## config.mk

```make
export PLATFORM = sky130hd
export DESIGN_NAME = mult_hilo_unit
export DESIGN_NICKNAME = d
export VERILOG_FILES = /design/src/rtl/mult_hilo_unit.sv
export SDC_FILE = /design/constraint.sdc
export NUM_CORES = 1
export LEC_CHECK = 0
export CAP_MARGIN = 10
export CELL_PAD_IN_SITES_DETAIL_PLACEMENT = 1
export CELL_PAD_IN_SITES_GLOBAL_PLACEMENT = 1
export CORE_MARGIN = 2
export CORE_UTILIZATION = 45
export CTS_CLUSTER_SIZE = 8
export DETAILED_ROUTE_END_ITERATION = 8
export DONT_BUFFER_PORTS = 1
export GPL_ROUTABILITY_DRIVEN = 1
export PLACE_DENSITY = 0.81
export SLEW_MARGIN = 20
export SYNTH_ARGS = -nofsm -noshare
export SYNTH_HDL_FRONTEND = slang
export SYNTH_SLANG_ARGS = --single-unit
```

## constraint.sdc

```tcl
create_clock -name i_clk -period 3 [get_ports i_clk]
set_input_delay 0.45 -clock i_clk [delete_from_list [all_inputs] [get_ports i_clk]]
set_output_delay 0.45 -clock i_clk [all_outputs]
set_load 0.05 [all_outputs]
```

## src/rtl/mult_hilo_unit.sv

```systemverilog
// HI/LO multiply front end: latches operands, drives an external unsigned shift-add
// multiplier, sign-corrects its product into HI/LO and aborts on a stalled multiplier.
module mult_hilo_unit #(
  parameter int WAIT_LIMIT = 96
) (
  input  logic        i_clk,
  input  logic        i_reset,
  input  logic        i_start,
  input  logic        i_is_signed,
  input  logic [31:0] i_op_a,
  input  logic [31:0] i_op_b,
  input  logic        i_wr_hi,
  input  logic        i_wr_lo,
  input  logic [31:0] i_wr_data,
  output logic [31:0] o_mul_a,
  output logic [31:0] o_mul_b,
  output logic        o_mul_go,
  output logic        o_mul_reset,
  input  logic        i_mul_done,
  input  logic [63:0] i_mul_prod,
  output logic [31:0] o_hi,
  output logic [31:0] o_lo,
  output logic        o_busy,
  output logic        o_done,
  output logic        o_timeout,
  output logic [1:0]  o_state
);

  localparam int CW = $clog2(WAIT_LIMIT + 1);

  typedef enum logic [1:0] {
    S_IDLE   = 2'd0,
    S_LAUNCH = 2'd1,
    S_WAIT   = 2'd2,
    S_DONE   = 2'd3
  } state_t;

  state_t      r_state;
  logic [31:0] r_mul_a, r_mul_b, r_hi, r_lo;
  logic        r_mul_go, r_done, r_timeout, r_neg;
  logic [CW-1:0] r_cnt;

  logic [31:0] w_abs_a, w_abs_b;
  logic [63:0] w_prod_fix;

  // Magnitudes wrap for 0x80000000, which is still the correct unsigned value.
  assign w_abs_a    = (i_is_signed && i_op_a[31]) ? (32'd0 - i_op_a) : i_op_a;
  assign w_abs_b    = (i_is_signed && i_op_b[31]) ? (32'd0 - i_op_b) : i_op_b;
  assign w_prod_fix = r_neg ? (64'd0 - i_mul_prod) : i_mul_prod;

  always_ff @(posedge i_clk) begin
    if (i_reset) begin
      r_state   <= S_IDLE;
      r_mul_a   <= '0;
      r_mul_b   <= '0;
      r_hi      <= '0;
      r_lo      <= '0;
      r_mul_go  <= 1'b0;
      r_done    <= 1'b0;
      r_timeout <= 1'b0;
      r_neg     <= 1'b0;
      r_cnt     <= '0;
    end else begin
      r_mul_go  <= 1'b0;
      r_done    <= 1'b0;
      r_timeout <= 1'b0;
      case (r_state)
        S_IDLE: begin
          if (i_wr_hi) r_hi <= i_wr_data;
          if (i_wr_lo) r_lo <= i_wr_data;
          if (i_start) begin
            r_mul_a  <= w_abs_a;
            r_mul_b  <= w_abs_b;
            r_neg    <= i_is_signed & (i_op_a[31] ^ i_op_b[31]);
            r_mul_go <= 1'b1;
            r_cnt    <= '0;
            r_state  <= S_LAUNCH;
          end
        end
        S_LAUNCH: begin
          r_cnt   <= '0;
          r_state <= S_WAIT;
        end
        S_WAIT: begin
          // A product arriving on the last allowed cycle still counts.
          if (i_mul_done) begin
            {r_hi, r_lo} <= w_prod_fix;
            r_done       <= 1'b1;
            r_state      <= S_DONE;
          end else if (r_cnt == CW'(WAIT_LIMIT - 1)) begin
            r_timeout <= 1'b1;
            r_state   <= S_IDLE;
          end else begin
            r_cnt <= r_cnt + 1'b1;
          end
        end
        default: r_state <= S_IDLE;
      endcase
    end
  end

  assign o_mul_a     = r_mul_a;
  assign o_mul_b     = r_mul_b;
  assign o_mul_go    = r_mul_go;
  assign o_mul_reset = i_reset;
  assign o_hi        = r_hi;
  assign o_lo        = r_lo;
  assign o_busy      = (r_state != S_IDLE);
  assign o_done      = r_done;
  assign o_timeout   = r_timeout;
  assign o_state     = r_state;

endmodule

```

# Word-level counts from Yosys, hierarchy flattened
# Index checks and enable logic that the tools add are counted.
[word_totals] elab_cells=62 out_inout_bits=135 in_bits=167 ff_bits=141
[op_classes] eq_ne=10 add_sub_neg=4 mux=20 bitwise=4 n_reduce_logical=14
[ops] operator="2-to-1 mux 32 bit" n=6
[ops] operator="one-hot mux 32 bit (2 select lines)" n=2
[ops] operator="2-to-1 mux 64 bit" n=1
[ops] operator="subtractor 1 x 32 -> 32 bit, first input constant" n=2
[ops] operator="subtractor 1 x 64 -> 64 bit, first input constant" n=1
[ops] operator="2-to-1 mux 7 bit" n=3
[ops] operator="one-hot mux 7 bit (3 select lines)" n=1
[ops] operator="!= test 2 bit, second input constant" n=6
[ops] operator="adder 7 x 1 -> 7 bit, second input constant" n=1
[ops] operator="== test 7 bit, second input constant" n=1
[ops] operator="2-to-1 mux 2 bit" n=3
[ops] operator="one-hot mux 2 bit (3 select lines)" n=1
[ops] operator="AND reduction 3 bit" n=2
[ops] operator="AND reduction 2 bit" n=2
[ops] operator="AND reduction 4 bit" n=1
[ops] operator="nonzero test 2 bit" n=2
[ops] operator="OR reduction 2 bit" n=2
[ops] operator="2-to-1 mux 1 bit" n=3
[ops] operator="!= test 3 bit, second input constant" n=1
[ops] operator="nonzero test 3 bit" n=1
[ops] operator="OR reduction 3 bit" n=1
[ops] operator="== test 2 x 1 -> 1 bit, second input constant" n=1
[ops] operator="== test 2 bit, second input constant" n=1
[ops] operator="logical AND 1 bit" n=2
[ops] operator="other kinds (4)" n=5

# Depth between registers and ports, before layout
[depth] word_depth=4 mapped_depth=10

# Worst setup path before layout
# No wires, ideal clock.
[synth_timing] path_type="input port to flip-flop" start="in i_mul_prod[34]" end="reg r_hi[21], in the netlist o_hi[21]" arrival_ns=2.497 required_ns=2.905 slack_ns=0.407 setup_time_ns=0.095 path_stages=6 path_buffers=0 cell_sequence="or4_4 -> or4_4 -> or4_4 -> o31ai_4 -> xor2_1 -> a221oi_1"
[synth_via] elab_chain_len=4
[synth_rtl] item="start: declaration" line="20" text="input logic [63:0] i_mul_prod,"
[synth_rtl] item="subtractor 1 x 64 -> 64 bit" line="49" text="assign w_prod_fix = r_neg ? (64'd0 - i_mul_prod) : i_mul_prod;"
[synth_rtl] item="2-to-1 mux 64 bit" line="49"
[synth_rtl] item="2-to-1 mux 32 bit" line="86" text="if (i_mul_done) begin"
[synth_rtl] item="one-hot mux 32 bit (2 select lines)" line="67" text="case (r_state)"
[synth_rtl] item="end signal: assignment" line="69" text="if (i_wr_hi) r_hi <= i_wr_data;"
[synth_rtl] item="end signal: assignment" line="87" text="{r_hi, r_lo} <= w_prod_fix;"
[synth_rtl] item="end: declaration" line="39" text="logic [31:0] r_mul_a, r_mul_b, r_hi, r_lo;"
# Every way passes these cells. The select of a mux whose other input is x is not followed.
# A chain may end at the register's enable or synchronous reset.

# Final worst setup path
[layout_timing] start="in i_mul_prod[1]" end="reg r_hi[2], in the netlist o_hi[2]"
# The elaborated chain is that of the path after synthesis.

==> flow_summary.yaml <==
logic_synthesis:
  ys_seq_elements: 141
  yosys-top-cells-area: "dfxtp_1 (33%), nor2_1 (7.1%), a211oi_1 (6.6%)"
  synthFlopType: "dfxtp_1"
  synth_top_area_cell: "dfxtp_1"
  synth.most_common_cell: "nor2_1"
  synth_top_family_by_area: "compound AO/OA/AOI/OAI gates"
  ys_seq_area_share_pct: 32.8
  synth_commonest_cells: "nor2_1 (162), dfxtp_1 (141), nand2_1 (85)"
  synth.cell_area_um2: 8600
  synth_fa_ha_area_share_pct: 0.582
  synth_compound_area_share_pct: 25.8
  synth_top_area_share_pct: 32.8
  synth_nets: 1286
  synth_edf_count: 0
  yosys.area_share.simple_pct: 24.5
  yosys-mux-area-fraction_pct: 1.78
  synth-xor-area-share_pct: 10.1
  yosys_warnings: 0
  yosysUniqueCellTypes: 68
  avgSynthCellArea_um2: 7.71
  async_reset_ff_share_pct: 0
  synth_cells: 1115
timing:
  fin_crit_sh_pct: 83.8
  hold_viol_final: 0
  grt_setup_unrepaired: "false"
  final.setup.tns_ns: 0
  slew_viol_final: 0
  finClkSkew_ns: 0.0118
  tightest_slew_ns: 0.838
  slew_headroom_pct: 44.0
  layout_min_cycle_time_ns: 2.51
  max_freq_ghz: 0.398
  finalSetupViolCount: 0
min_path:
  hold_depth: 1
  worstHoldPathType: "input pin to register"
clock_tree:
  clock_sinks: 141
  clk_path_buf_depth: 2
  cts_resized: 0
  htreeDepth: 4
  cts_buffers: 17
  cts_root_buffer: "clkbuf_16"
  cts.clk_slew.worst_paths_ns: 0.06
  cts_hold_buffers: 0
  post_cts_buffers: 0
  cts_tree: "built"
  clock_latency_ns: 0.43
detailed_routing:
  vias: 8700
  routed_wirelength_mm: 31.9
  drt_iter0_markers: 392
  ant_nets: 0
  wl_per_cell_um: 23.8
  drcViolationCount: 0
  routed_via_density: 6.48
  drtPass1Iterations: 4
pwr:
  power_density_nw_per_um2: 618
  power.leakage_nw: 3.17
  ir_drop_mv: 0.396
  power_mw: 5.86
layout:
  fin_nets: 1263
  seq_area_um2: 2820
  layout-drive-gt1-share_pct: 8.33
  filler_cell_count: 2328
  multi_input_area_um2: 5420
  area_delta_synth_final_pct: 10.3
floorplan:
  rows: 50
  core_um2: 18700
  die_x_um: 142
  ios: 302
  start_util_pct: 46.0
  dieArea_um2: 20200
  die_h_um: 142
critical_path:
  worstSetupPathType: "input pin to register"
  reg2reg_depth: 8
  path_max_fanout: 10
  cp.required_ns: 3.31
  critPathLaunchType: "input pin"
  end_kind: "register"
  worstPathArrival_ns: 2.82
job:
  cap_violations: 0
global_route:
  gr-usage-all-layers_pct: 31.1
  grt_max_degree: 127
  overflow: 0
  antenna_found_initial: 2
  grt_pass1_vias: 8813
  grt_pass1_wl_mm: 48.9
placed_design:
  dp_hpwl_mm: 23.9
  port_buffers: 0
  gp_congestion: 0.889
run_status:
  status: "completed"
==> flip-flops by register name (all words and copies together), names as in the netlist <==
name	count
o_lo	32
o_done	1
o_mul_b	32
o_hi	32
o_state	2
r_cnt	7
o_mul_a	32
o_mul_go	1
r_neg	1
o_timeout	1
==> logic make-up (layout without fill, tap and decap cells) <==
family / count (synthesis) / in the layout
simple gates: 433 / 433
compound gates: 331 / 331
flops: 141 / 141
xor+xnor: 99 / 99
buf+inv: 92 / 82
mux: 15 / 15
fa+ha+maj: 4 / 4
other cells: 0 / 3
==> cells in the final DEF (no fill, tap or decap), types with 17 or more instances in the layout <==
master and instances:
nand2_1 85, or4_1 17, or3_1 20, a31oi_1 17, nand3_1 30, a211oi_1 76, o21ai_0 59, o41ai_1 20
nor2_1 161, o31ai_1 25, buf_4 32, nor4_1 25, xor2_1 65, nor3_1 25, clkbuf_16 17, dfxtp_1 140
a21oi_1 78, xnor2_1 34
==> path summary, 6_finish.rpt <==
path                      start  slack [ns]         to
hold reg to reg        r_cnt[5]        0.55   r_cnt[6]
setup reg to reg     o_state[0]        0.82   o_hi[27]
hold / removal       i_mul_done        0.09  o_timeout
setup / recovery  i_mul_prod[1]        0.49    o_hi[2]
==> final cells by class <==
| type | count | area share, % |
|---|---|---|
| multi-input combinational | 882 | 57.1 |
| inverter | 15 | 0.594 |
| clock inverter | 12 | 1.44 |
| tap | 234 | 3.09 |
| sequential | 141 | 29.8 |
| timing repair buffer | 35 | 3.17 |
| antenna | 3 | 0.0792 |
| clock buffer | 20 | 4.71 |
==> layer usage <==
layer	GRT usage [%]	vias to the layer above	routed length (um)
met5	0	-	0
met4	13.5	0	1230
met3	13.5	66	3600
met2	53.4	359	15400
met1	33.2	4223	11700
li1	-	4052	-
==> stage by stage <==
| step | utilization (%) | worst slack, ns | cell area (um^2) | std cells | hold WS (ns) |
|---|---|---|---|---|---|
| final | 50.7 | 0.486 | 9480 | 1342 | 0.0898 |
| after global routing | 50.6 | 0.392 | 9470 | 1339 | 0.0712 |
| after CTS | 50.6 | 0.538 | 9470 | 1339 | 0.0795 |
| after detailed placement | 47.5 | 0.116 | 8890 | 1307 | 0.533 |
| after global placement | 47.5 | 0.168 | 8890 | 1307 | 0.513 |
| after floorplan | - | 0.407 | 8600 | 1115 | 0.485 |
==> power breakdown <==
group	leakage (nW)	switching, mW	internal [mW]
logic	1.73	0.528	0.343
clock network	0.278	0.898	1.25
registers	1.16	0.779	2.06
total	3.17	2.21	3.65
==> critical path: stages <==
cell	delay, ns
inv_1	0.05
ha_1	0.18
nor2b_1	0.32
nand4_2	0.17
or4_1	0.79
buf_4	0.27
o41ai_1	0.31
xor2_1	0.19
o22ai_1	0.08
(Power assumes the default switching activity.)
